===== src/rtl/multicycle_ctrl_if.sv =====
// Control bundle between the multicycle control FSM and the CPU datapath.
// The master side is the controller; the slave side is the datapath and memory.
interface multicycle_ctrl_if;
    logic       run;
    logic [5:0] opcode;
    logic       mem_ready;
    logic       pc_write;
    logic       pc_write_if_zero;
    logic       pc_write_if_nonzero;
    logic [1:0] pc_src;
    logic       iord;
    logic       mem_read;
    logic       mem_write;
    logic       ir_write;
    logic       reg_write;
    logic       reg_dst;
    logic       mem_to_reg;
    logic       alu_src_a;
    logic [1:0] alu_src_b;
    logic [1:0] alu_op;
    logic       illegal_op;
    logic       bus_error;
    logic [3:0] state;

    modport master (
        input  run, opcode, mem_ready,
        output pc_write, pc_write_if_zero, pc_write_if_nonzero, pc_src, iord,
               mem_read, mem_write, ir_write, reg_write, reg_dst, mem_to_reg,
               alu_src_a, alu_src_b, alu_op, illegal_op, bus_error, state
    );

    modport slave (
        output run, opcode, mem_ready,
        input  pc_write, pc_write_if_zero, pc_write_if_nonzero, pc_src, iord,
               mem_read, mem_write, ir_write, reg_write, reg_dst, mem_to_reg,
               alu_src_a, alu_src_b, alu_op, illegal_op, bus_error, state
    );
endinterface


===== src/rtl/multicycle_ctrl.sv =====
// Main control FSM of the multicycle CPU: fetch/decode/execute/memory/writeback sequencing,
// datapath select decode, and a memory-wait timeout that raises a sticky bus_error.
module multicycle_ctrl #(
    parameter int unsigned MEM_TIMEOUT = 255,
    parameter int unsigned CNT_W       = 8
) (
    input  logic               clk,
    input  logic               rst_n,
    multicycle_ctrl_if.master  bus
);
    localparam logic [3:0] S_IDLE     = 4'd0;
    localparam logic [3:0] S_FETCH    = 4'd1;
    localparam logic [3:0] S_DECODE   = 4'd2;
    localparam logic [3:0] S_EXEC_R   = 4'd3;
    localparam logic [3:0] S_EXEC_I   = 4'd4;
    localparam logic [3:0] S_ALU_WB   = 4'd5;
    localparam logic [3:0] S_MEM_ADDR = 4'd6;
    localparam logic [3:0] S_MEM_RD   = 4'd7;
    localparam logic [3:0] S_MEM_WB   = 4'd8;
    localparam logic [3:0] S_MEM_WR   = 4'd9;
    localparam logic [3:0] S_BRANCH   = 4'd10;
    localparam logic [3:0] S_JUMP     = 4'd11;

    localparam logic [5:0] OP_R    = 6'b000000;
    localparam logic [5:0] OP_LW   = 6'b100011;
    localparam logic [5:0] OP_SW   = 6'b101011;
    localparam logic [5:0] OP_BEQ  = 6'b000100;
    localparam logic [5:0] OP_BNE  = 6'b000101;
    localparam logic [5:0] OP_J    = 6'b000010;
    localparam logic [5:0] OP_ADDI = 6'b001000;

    localparam bit               TO_EN   = (MEM_TIMEOUT != 0);
    localparam logic [CNT_W-1:0] TO_LAST = CNT_W'(MEM_TIMEOUT - 1);

    logic [3:0]       state_q, nxt_state;
    logic [CNT_W-1:0] cnt_q;
    logic [5:0]       op_q;
    logic             bus_err_q;
    logic             wait_st, timeout_hit, enter_wait;

    function automatic logic is_wait(input logic [3:0] s);
        return (s == S_FETCH) || (s == S_MEM_RD) || (s == S_MEM_WR);
    endfunction

    // Next-state logic; a timeout overrides everything except same-cycle completion.
    always_comb begin
        nxt_state   = state_q;
        wait_st     = is_wait(state_q);
        timeout_hit = TO_EN && wait_st && !bus.mem_ready && (cnt_q == TO_LAST);
        case (state_q)
            S_IDLE:     if (bus.run) nxt_state = S_FETCH;
            S_FETCH:    if (bus.mem_ready) nxt_state = S_DECODE;
            S_DECODE: begin
                case (bus.opcode)
                    OP_R:          nxt_state = S_EXEC_R;
                    OP_LW, OP_SW:  nxt_state = S_MEM_ADDR;
                    OP_BEQ, OP_BNE: nxt_state = S_BRANCH;
                    OP_J:          nxt_state = S_JUMP;
                    OP_ADDI:       nxt_state = S_EXEC_I;
                    default:       nxt_state = S_FETCH;
                endcase
            end
            S_EXEC_R, S_EXEC_I: nxt_state = S_ALU_WB;
            S_ALU_WB:   nxt_state = S_FETCH;
            S_MEM_ADDR: nxt_state = (op_q == OP_LW) ? S_MEM_RD : S_MEM_WR;
            S_MEM_RD:   if (bus.mem_ready) nxt_state = S_MEM_WB;
            S_MEM_WB:   nxt_state = S_FETCH;
            S_MEM_WR:   if (bus.mem_ready) nxt_state = S_FETCH;
            S_BRANCH, S_JUMP: nxt_state = S_FETCH;
            default:    nxt_state = S_IDLE;
        endcase
        if (timeout_hit) nxt_state = S_IDLE;
        enter_wait = is_wait(nxt_state) && (nxt_state != state_q);
    end

    always_ff @(posedge clk or negedge rst_n) begin
        if (!rst_n) begin
            state_q   <= S_IDLE;
            cnt_q     <= '0;
            op_q      <= '0;
            bus_err_q <= 1'b0;
        end else begin
            state_q <= nxt_state;
            if (enter_wait)
                cnt_q <= '0;
            else if (wait_st && !bus.mem_ready)
                cnt_q <= cnt_q + CNT_W'(1);
            if (state_q == S_DECODE)
                op_q <= bus.opcode;
            if (timeout_hit)
                bus_err_q <= 1'b1;
            else if (state_q == S_IDLE && bus.run)
                bus_err_q <= 1'b0;
        end
    end

    // Moore output decode; only the FETCH PC/IR enables look at mem_ready.
    always_comb begin
        bus.pc_write            = 1'b0;
        bus.pc_write_if_zero    = 1'b0;
        bus.pc_write_if_nonzero = 1'b0;
        bus.pc_src              = 2'd0;
        bus.iord                = 1'b0;
        bus.mem_read            = 1'b0;
        bus.mem_write           = 1'b0;
        bus.ir_write            = 1'b0;
        bus.reg_write           = 1'b0;
        bus.reg_dst             = 1'b0;
        bus.mem_to_reg          = 1'b0;
        bus.alu_src_a           = 1'b0;
        bus.alu_src_b           = 2'd0;
        bus.alu_op              = 2'd0;
        bus.illegal_op          = 1'b0;
        case (state_q)
            S_FETCH: begin
                bus.mem_read            = 1'b1;
                bus.alu_src_b           = 2'd1;
                bus.ir_write            = bus.mem_ready;
                bus.pc_write            = bus.mem_ready;
                bus.pc_write_if_zero    = bus.mem_ready;
                bus.pc_write_if_nonzero = bus.mem_ready;
            end
            S_DECODE: begin
                bus.alu_src_b = 2'd3;
                case (bus.opcode)
                    OP_R, OP_LW, OP_SW, OP_BEQ, OP_BNE, OP_J, OP_ADDI: bus.illegal_op = 1'b0;
                    default: bus.illegal_op = 1'b1;
                endcase
            end
            S_EXEC_R: begin
                bus.alu_src_a = 1'b1;
                bus.alu_op    = 2'd2;
            end
            S_EXEC_I, S_MEM_ADDR: begin
                bus.alu_src_a = 1'b1;
                bus.alu_src_b = 2'd2;
            end
            S_ALU_WB: begin
                bus.reg_write = 1'b1;
                bus.reg_dst   = (op_q == OP_R);
            end
            S_MEM_RD: begin
                bus.mem_read = 1'b1;
                bus.iord     = 1'b1;
            end
            S_MEM_WB: begin
                bus.reg_write  = 1'b1;
                bus.mem_to_reg = 1'b1;
            end
            S_MEM_WR: begin
                bus.mem_write = 1'b1;
                bus.iord      = 1'b1;
            end
            S_BRANCH: begin
                bus.alu_src_a           = 1'b1;
                bus.alu_op              = 2'd1;
                bus.pc_src              = 2'd1;
                bus.pc_write            = 1'b1;
                bus.pc_write_if_zero    = (op_q == OP_BEQ);
                bus.pc_write_if_nonzero = (op_q == OP_BNE);
            end
            S_JUMP: begin
                bus.pc_src              = 2'd2;
                bus.pc_write            = 1'b1;
                bus.pc_write_if_zero    = 1'b1;
                bus.pc_write_if_nonzero = 1'b1;
            end
            default: ;
        endcase
    end

    assign bus.bus_error = bus_err_q;
    assign bus.state     = state_q;
endmodule


===== src/flat_wrapper.sv =====
// flat-port wrapper written by rule: the top's interface ports become plain ports
module multicycle_ctrl_flat 
#(
    parameter int unsigned MEM_TIMEOUT = 255,
    parameter int unsigned CNT_W       = 8
)
  (clk, rst_n, bus_run, bus_opcode, bus_mem_ready, bus_pc_write, bus_pc_write_if_zero, bus_pc_write_if_nonzero, bus_pc_src, bus_iord, bus_mem_read, bus_mem_write, bus_ir_write, bus_reg_write, bus_reg_dst, bus_mem_to_reg, bus_alu_src_a, bus_alu_src_b, bus_alu_op, bus_illegal_op, bus_bus_error, bus_state);
  multicycle_ctrl_if bus_i ();
  input  logic clk;
  input  logic rst_n;
  input wire logic [$bits(bus_i.run)-1:0] bus_run;
  input wire logic [$bits(bus_i.opcode)-1:0] bus_opcode;
  input wire logic [$bits(bus_i.mem_ready)-1:0] bus_mem_ready;
  output wire logic [$bits(bus_i.pc_write)-1:0] bus_pc_write;
  output wire logic [$bits(bus_i.pc_write_if_zero)-1:0] bus_pc_write_if_zero;
  output wire logic [$bits(bus_i.pc_write_if_nonzero)-1:0] bus_pc_write_if_nonzero;
  output wire logic [$bits(bus_i.pc_src)-1:0] bus_pc_src;
  output wire logic [$bits(bus_i.iord)-1:0] bus_iord;
  output wire logic [$bits(bus_i.mem_read)-1:0] bus_mem_read;
  output wire logic [$bits(bus_i.mem_write)-1:0] bus_mem_write;
  output wire logic [$bits(bus_i.ir_write)-1:0] bus_ir_write;
  output wire logic [$bits(bus_i.reg_write)-1:0] bus_reg_write;
  output wire logic [$bits(bus_i.reg_dst)-1:0] bus_reg_dst;
  output wire logic [$bits(bus_i.mem_to_reg)-1:0] bus_mem_to_reg;
  output wire logic [$bits(bus_i.alu_src_a)-1:0] bus_alu_src_a;
  output wire logic [$bits(bus_i.alu_src_b)-1:0] bus_alu_src_b;
  output wire logic [$bits(bus_i.alu_op)-1:0] bus_alu_op;
  output wire logic [$bits(bus_i.illegal_op)-1:0] bus_illegal_op;
  output wire logic [$bits(bus_i.bus_error)-1:0] bus_bus_error;
  output wire logic [$bits(bus_i.state)-1:0] bus_state;
  assign bus_i.run = bus_run;
  assign bus_i.opcode = bus_opcode;
  assign bus_i.mem_ready = bus_mem_ready;
  assign bus_pc_write = bus_i.pc_write;
  assign bus_pc_write_if_zero = bus_i.pc_write_if_zero;
  assign bus_pc_write_if_nonzero = bus_i.pc_write_if_nonzero;
  assign bus_pc_src = bus_i.pc_src;
  assign bus_iord = bus_i.iord;
  assign bus_mem_read = bus_i.mem_read;
  assign bus_mem_write = bus_i.mem_write;
  assign bus_ir_write = bus_i.ir_write;
  assign bus_reg_write = bus_i.reg_write;
  assign bus_reg_dst = bus_i.reg_dst;
  assign bus_mem_to_reg = bus_i.mem_to_reg;
  assign bus_alu_src_a = bus_i.alu_src_a;
  assign bus_alu_src_b = bus_i.alu_src_b;
  assign bus_alu_op = bus_i.alu_op;
  assign bus_illegal_op = bus_i.illegal_op;
  assign bus_bus_error = bus_i.bus_error;
  assign bus_state = bus_i.state;
  multicycle_ctrl #(.MEM_TIMEOUT(MEM_TIMEOUT), .CNT_W(CNT_W)) u_core (.clk(clk), .rst_n(rst_n), .bus(bus_i));
endmodule

===== config.mk =====
export PLATFORM = sky130hd
export DESIGN_NAME = multicycle_ctrl_flat
export DESIGN_NICKNAME = d
export VERILOG_FILES = /design/src/rtl/multicycle_ctrl_if.sv /design/src/rtl/multicycle_ctrl.sv /design/src/flat_wrapper.sv
export SDC_FILE = /design/constraint.sdc
export NUM_CORES = 1
export LEC_CHECK = 0
export CAP_MARGIN = 5
export CELL_PAD_IN_SITES_DETAIL_PLACEMENT = 0
export CELL_PAD_IN_SITES_GLOBAL_PLACEMENT = 2
export CORE_MARGIN = 3
export CORE_UTILIZATION = 32
export CTS_CLUSTER_SIZE = 25
export DETAILED_ROUTE_END_ITERATION = 10
export PLACE_DENSITY = 0.92
export SLEW_MARGIN = 20
export SYNTH_ARGS = -nofsm -noshare
export SYNTH_HDL_FRONTEND = slang
export SYNTH_SLANG_ARGS = --single-unit

===== constraint.sdc =====
create_clock -name clk -period 5.15 [get_ports clk]
set_clock_uncertainty 0.15 [all_clocks]
set_input_delay 1.03 -clock clk [delete_from_list [all_inputs] [get_ports clk]]
set_output_delay 1.03 -clock clk [all_outputs]
set_load 0.05 [all_outputs]

==> Yosys cells after proc, flatten, opt, wreduce, memory -nomap -nowiden <==
Index checks and enable logic that the tools add are counted.
{ "totals": {"latchBits": 0, "romBits": 0, "regBits": 19, "n_memories": 0, "out_inout_bits": 23, "inputBits": 10, "elab_cells": 83, "ramBits": 0} }
{ "op_classes": {"n_reduce_logical": 25, "shift": 0, "add_sub_neg": 1, "eq_ne": 25, "div_mod_pow": 0, "bitwise": 0, "magnitude_cmp": 0, "n_mul": 0, "muxes": 28} }
{ "op_table": {"columns": ["operator", "count"], "rows": [
  ["$pmux 4 s8", 1],
  ["$eq 6x3->1 const B", 4],
  ["$mux 4", 6],
  ["$eq 4x3->1 const B", 5],
  ["$eq 4x4->1 const B", 5],
  ["$pmux 4 s5", 1],
  ["$eq 6x6->1 const B", 3],
  ["$mux 8", 2],
  ["$reduce_or 2->1", 8],
  ["$logic_not 6->1", 2],
  ["$mux 1", 12],
  ["$add 8x1->8 const B", 1],
  ["$eq 4x1->1 const B", 2],
  ["$eq 4x2->1 const B", 2],
  ["$eq 8x8->1 const B", 1],
  ["$pmux 2 s2", 2],
  ["$reduce_or 4->1", 2],
  ["$reduce_or 7->1", 1],
  ["$eq 6x2->1 const B", 1],
  ["$eq 6x4->1 const B", 1],
  ["$pmux 1 s3", 2],
  ["$pmux 2 s3", 1],
  ["$logic_and 1x1->1", 4],
  ["$logic_not 4->1", 1],
  ["other kinds (5)", 9]
]} }

==> Logic depth before layout (Yosys ltp) <==
{ "depth": {"ltp_word": 11, "mapped_depth": 8, "depth_no_buf": 7} }

==> Worst setup path after synthesis <==
OpenSTA, ideal clock, no wires.
{ "synth_path": {"kind": "reg-to-output", "startpoint": "reg u_core.state_q[3] (netlist: u_core.bus.state[3])", "endpoint": "out bus_pc_write_if_nonzero", "n_path_buf": 2, "slack_ns": 0.903, "arrival_time_ns": 3.067, "required_time_ns": 3.970, "path_stages_with_launch": 7, "path_cell_list": "dfrtp_1 buf_2 clkbuf_1 nand2b_1 nor2_1 nand3b_1 o21ai_1"} }
{ "synth_via": {"elab_chain_len": 2, "elab_cells_between_ends": 4, "classes_between": "3 x eq/ne; 1 x mux"} }
{ "synth_rtl": {"columns": ["item", "line", "text"], "rows": [
  ["start, declared", "multicycle_ctrl.sv:35", "logic [3:0] state_q, nxt_state;"],
  ["start signal, assigned", "multicycle_ctrl.sv:83", "state_q <= nxt_state;"],
  ["$eq 4x4->1 or $eq 4x1->1 (tied branches)", "multicycle_ctrl.sv:114", "case (state_q)"],
  ["$pmux 1 s3 (*)", "multicycle_ctrl.sv:114", null],
  ["end, declared", "flat_wrapper.sv:16", "output wire logic [$bits(bus_i.pc_write_if_nonzero)-1:0] bus_pc_write_if_nonzero;"]
]} }
Mark *: on every way between the ends. The rest lies on a longest branch, timed or not.

==> Final worst setup path <==
{ "layout_path": {"startpoint": "in bus_opcode[1]", "endpoint": "out bus_illegal_op"} }
{ "layout_via": {"elab_chain_len": 4, "elab_cells_between_ends": 10, "classes_between": "6 x eq/ne; 2 x mux; 2 x reduce/logical"} }
{ "layout_rtl": {"columns": ["item", "line", "text"], "rows": [
  ["start, declared", "flat_wrapper.sv:12", "input wire logic [$bits(bus_i.opcode)-1:0] bus_opcode;"],
  ["$eq 6x6->1, or another cell as far along", "multicycle_ctrl.sv:125", "case (bus.opcode)"],
  ["$reduce_or 7->1 (*)", "multicycle_ctrl.sv:125", null],
  ["$mux 1 (*)", "multicycle_ctrl.sv:125", null],
  ["$mux 1 (*)", "multicycle_ctrl.sv:114", null],
  ["end, declared", "flat_wrapper.sv:28", "output wire logic [$bits(bus_i.illegal_op)-1:0] bus_illegal_op;"]
]} }
Marks and branches as above.

==> impl_metrics.xml <==
<?xml version="1.0" encoding="UTF-8"?>
<metrics>
  <group name="placement">
    <metric name="dp_hpwl" unit="µm">2860</metric>
    <metric name="post-place-ws" unit="ps">831.0</metric>
    <metric name="finalWeightedCongestion" unit="">0.8467</metric>
    <metric name="buffer_ports.inserted" unit="">32</metric>
    <metric name="placedCellCount" unit="">239</metric>
    <metric name="placed_cell_area" unit="µm²">1802</metric>
  </group>
  <group name="pwr">
    <metric name="powerDensity" unit="nW/µm²">580.7</metric>
    <metric name="p_comb_frac" unit="">0.643</metric>
    <metric name="worst_ir_drop_vdd" unit="µV">245.7</metric>
    <metric name="power.sequential.fraction" unit="">0.260</metric>
    <metric name="net_switching_share_of_the_total_power" unit="">0.5319</metric>
    <metric name="cellInternalPower" unit="µW">502.4</metric>
    <metric name="net-switching-power" unit="µW">570.8</metric>
    <metric name="total_leakage_power" unit="µW">0.0007141</metric>
    <metric name="clkPwrFrac" unit="">0.098</metric>
  </group>
  <group name="drt">
    <metric name="routed_wl" unit="µm">3840</metric>
    <metric name="initialDrtViolationCount" unit="">98</metric>
    <metric name="viasPerCell" unit="">5.613</metric>
    <metric name="routed-via-count" unit="">1364</metric>
    <metric name="drt-pass1-iter-count" unit="">4</metric>
    <metric name="routed_wire_length_per_instance" unit="µm">15.80</metric>
    <metric name="detail_route.drc_violations" unit="">0</metric>
    <metric name="antenna_violating_nets_post_route" unit="">0</metric>
  </group>
  <group name="grt">
    <metric name="largest_net_degree_at_the_start_of_global_routing" unit="">24</metric>
    <metric name="grt_use_total" unit="">0.1518</metric>
    <metric name="grt_pass1_vias" unit="">1263</metric>
    <metric name="global_route_wire_length_before_repair" unit="µm">6430</metric>
    <metric name="grt_remaining_overflow" unit="">0</metric>
    <metric name="grt_antenna_before_repair" unit="">0</metric>
  </group>
  <group name="job">
    <metric name="cap_violations" unit="">0</metric>
  </group>
  <group name="outcome">
    <metric name="outcome" unit="">finished clean</metric>
  </group>
  <group name="clock_tree">
    <metric name="clkLatencyLatePin" unit="ps">250</metric>
    <metric name="reg_clk_slew_reported_paths" unit="ps">70</metric>
    <metric name="postCtsResizedCells" unit="">0</metric>
    <metric name="tritoncts" unit="">done</metric>
    <metric name="root_buffer" unit="">clkbuf_8</metric>
    <metric name="postCtsSetupRepairBufs" unit="">0</metric>
    <metric name="number_of_buffers_created_by_cts" unit="">3</metric>
    <metric name="clock_sinks" unit="">19</metric>
    <metric name="maximum_count_of_clock_buffers_along_a_single_path" unit="">2</metric>
    <metric name="holdBufCountCts" unit="">0</metric>
    <metric name="htree_levels" unit="">1</metric>
  </group>
  <group name="final_layout">
    <metric name="leading_cell_type_in_the_layout_fill_and_taps_excluded" unit="">clkdlybuf4s50_1</metric>
    <metric name="final_core_util" unit="">0.4398</metric>
    <metric name="antennaDiodeCount" unit="">0</metric>
    <metric name="finalNetCount" unit="">206</metric>
    <metric name="most-common-layout-cells" unit="">clkdlybuf4s50_1 (32), dfrtp_1 (19), nor2_1 (18)</metric>
    <metric name="flow.area_growth_from_synthesis" unit="%">26.13</metric>
    <metric name="layout-drive-gt1-share" unit="">0.08290</metric>
    <metric name="final_design_area_no_fill" unit="µm²">1848</metric>
    <metric name="finish.cell_count_without_fillers" unit="">243</metric>
  </group>
  <group name="timing">
    <metric name="finalWorstSetupSlack" unit="ps">821.7</metric>
    <metric name="number_of_failing_hold_endpoints_at_the_final_stage" unit="">0</metric>
    <metric name="min_period" unit="ps">4328</metric>
    <metric name="timing.setup.tns" unit="ps">0</metric>
    <metric name="fin_crit_sh" unit="">0.8405</metric>
    <metric name="pins_over_their_slew_limit" unit="">0</metric>
    <metric name="worst-slew-pin-transition" unit="ps">887.6</metric>
    <metric name="maxClockFrequency" unit="MHz">231.0</metric>
    <metric name="final_count_of_negative_setup_slack_endpoints" unit="">0</metric>
    <metric name="slew-limit-headroom" unit="">0.4064</metric>
    <metric name="grt_setup_unrepaired" unit="">false</metric>
  </group>
  <group name="critical_path">
    <metric name="critical_path.max_stage_delay" unit="ps">710</metric>
    <metric name="timing.reg2reg.worst_path_depth" unit="">6</metric>
    <metric name="critical_path.endpoint_type" unit="">output pin</metric>
    <metric name="timing.critical_path.depth" unit="">6</metric>
    <metric name="setup.worst_path.start_class" unit="">input port</metric>
    <metric name="timing.critical_path.arrival" unit="ps">3150</metric>
    <metric name="crit_path_category" unit="">in -&gt; out</metric>
    <metric name="timing.critical_path.mode_cell" unit="">clkdlybuf4s50_1</metric>
    <metric name="timing.critical_path.cells" unit="">clkdlybuf4s50_1 -&gt; nor4b_1 -&gt; o21ai_0 -&gt; nand3_1 -&gt; a21oi_1 -&gt; clkdlybuf4s50_1</metric>
    <metric name="critPathTopFamily" unit="">buffers and inverters</metric>
    <metric name="cpMaxStageDelayCell" unit="">clkdlybuf4s50_1</metric>
    <metric name="worst-path-buf-inv" unit="">2</metric>
    <metric name="timing.critical_path.fanout_max" unit="">7</metric>
    <metric name="crit_required" unit="ps">3970</metric>
  </group>
  <group name="yosys">
    <metric name="synthDistinctLibCells" unit="">55</metric>
    <metric name="yosysWarnings" unit="">0</metric>
    <metric name="synth_async_sr_flop_share" unit="">1.000</metric>
    <metric name="synth_seq_cells" unit="">19</metric>
    <metric name="synth_sequential_area_ratio" unit="">0.3245</metric>
    <metric name="netlist_area" unit="µm²">1465</metric>
    <metric name="yosys_most_used_dff" unit="">dfrtp_1</metric>
    <metric name="postSynthAreaPerCell" unit="µm²">8.880</metric>
    <metric name="synth-edff-count" unit="">0</metric>
    <metric name="syn_nets" unit="">177</metric>
    <metric name="syn-instance-count" unit="">165</metric>
  </group>
  <group name="die">
    <metric name="dieWidth" unit="µm">73.67</metric>
    <metric name="design.die.area" unit="µm²">5427</metric>
    <metric name="die_height" unit="µm">73.67</metric>
    <metric name="site_rows" unit="">23</metric>
    <metric name="io_pins" unit="">33</metric>
    <metric name="coreArea" unit="µm²">4202</metric>
    <metric name="initial_utilization" unit="">0.3487</metric>
  </group>
  <group name="worst_hold_path">
    <metric name="whs_path_depth" unit="">1</metric>
    <metric name="worstHoldPathType" unit="">reg -&gt; reg</metric>
  </group>
</metrics>
==> power by group through the flow <==
stage,registers [µW],clock network (µW),logic (µW)
floorplan,262,0,516
global placement,282,0,686
detailed placement,283,0,693
CTS,279,107,697
global route,293,119,739
finish,279,105,690
==> through the flow <==
step                power (µW)  hold WS, ps
floorplan                778.7        336.9
global placement         968.2        343.6
detailed placement       975.7        340.6
CTS                       1083        371.8
global route              1151        401.1
finish                    1073        368.2
==> final timing paths <==
check	startpoint	endpoint	slack, ps
setup reg to reg	u_core.bus.state[3]	u_core.cnt_q[7]	2270
hold / removal	u_core.bus.bus_error	u_core.bus.bus_error	370
max in group asynchronous	rst_n	u_core.bus.bus_error	3180
setup / recovery	bus_opcode[1]	bus_illegal_op	820
hold reg to reg	u_core.bus.bus_error	u_core.bus.bus_error	370
min in group asynchronous	rst_n	u_core.bus.state[0]	1130
==> worst reg2reg max path: cells and delay by family (launching register included) <==
kind / cells / cell delay [ps]
AOI/OAI and AO/OA: 3 / 970
DFF: 1 / 840
and+or+nand+nor: 3 / 790
==> cells by family (layout without fill, tap and decap cells) <==
kind of cell / after synthesis / in the layout / synth area share
flops: 19 / 19 / 0.3245
mux: 9 / 9 / 0.07515
simple gates: 71 / 71 / 0.2793
xor+xnor: 10 / 10 / 0.05978
buf+inv: 14 / 42 / 0.04696
compound gates: 40 / 40 / 0.1973
fa+ha+maj: 2 / 2 / 0.01708
==> sequential cells by signal, summed over array words and instances (netlist names) <==
signal and cells:
u_core.bus.bus_error 1, u_core.bus.state 4, u_core.cnt_q 8, u_core.op_q 6
==> final cells by class <==
type	count	area, µm²
Clock buffer	3	41.29
Timing Repair Buffer	32	320.3
Inverter	6	22.52
Fill cell	409	2354
Multi-Input combinational cell	132	920.9
Clock inverter	1	5.005
Sequential cell	19	475.5
Tap cell	50	62.56
==> metal layers <==
layer | share of wire | GRT usage
met5 | 0 | 0
met4 | 0.0065 | 0.03622
met3 | 0.066 | 0.01915
met2 | 0.45 | 0.2254
met1 | 0.48 | 0.2315
==> synthesized netlist by cell type, types with 2 or more instances <==
library cell	n	area (µm²)
dfrtp_1	19	475.5
nor2_1	18	67.56
a21oi_1	10	50.05
nor3_1	9	45.04
nand2_1	8	30.03
inv_1	6	22.52
mux2_2	6	67.56
o21ai_0	6	30.03
xnor2_1	6	52.55
nand2b_1	5	31.28
buf_2	4	20.02
nor2b_1	4	25.02
xor2_1	4	35.03
a21o_1	3	22.52
and3_1	3	18.77
nand3_1	3	15.01
nand4_1	3	18.77
nor4_1	3	18.77
o21ai_1	3	15.01
a21boi_1	2	15.01
ha_1	2	25.02
mux2i_1	2	20.02
nand3b_1	2	15.01
nor4b_1	2	17.52
o32ai_1	2	17.52
(Power assumes the default switching activity.)
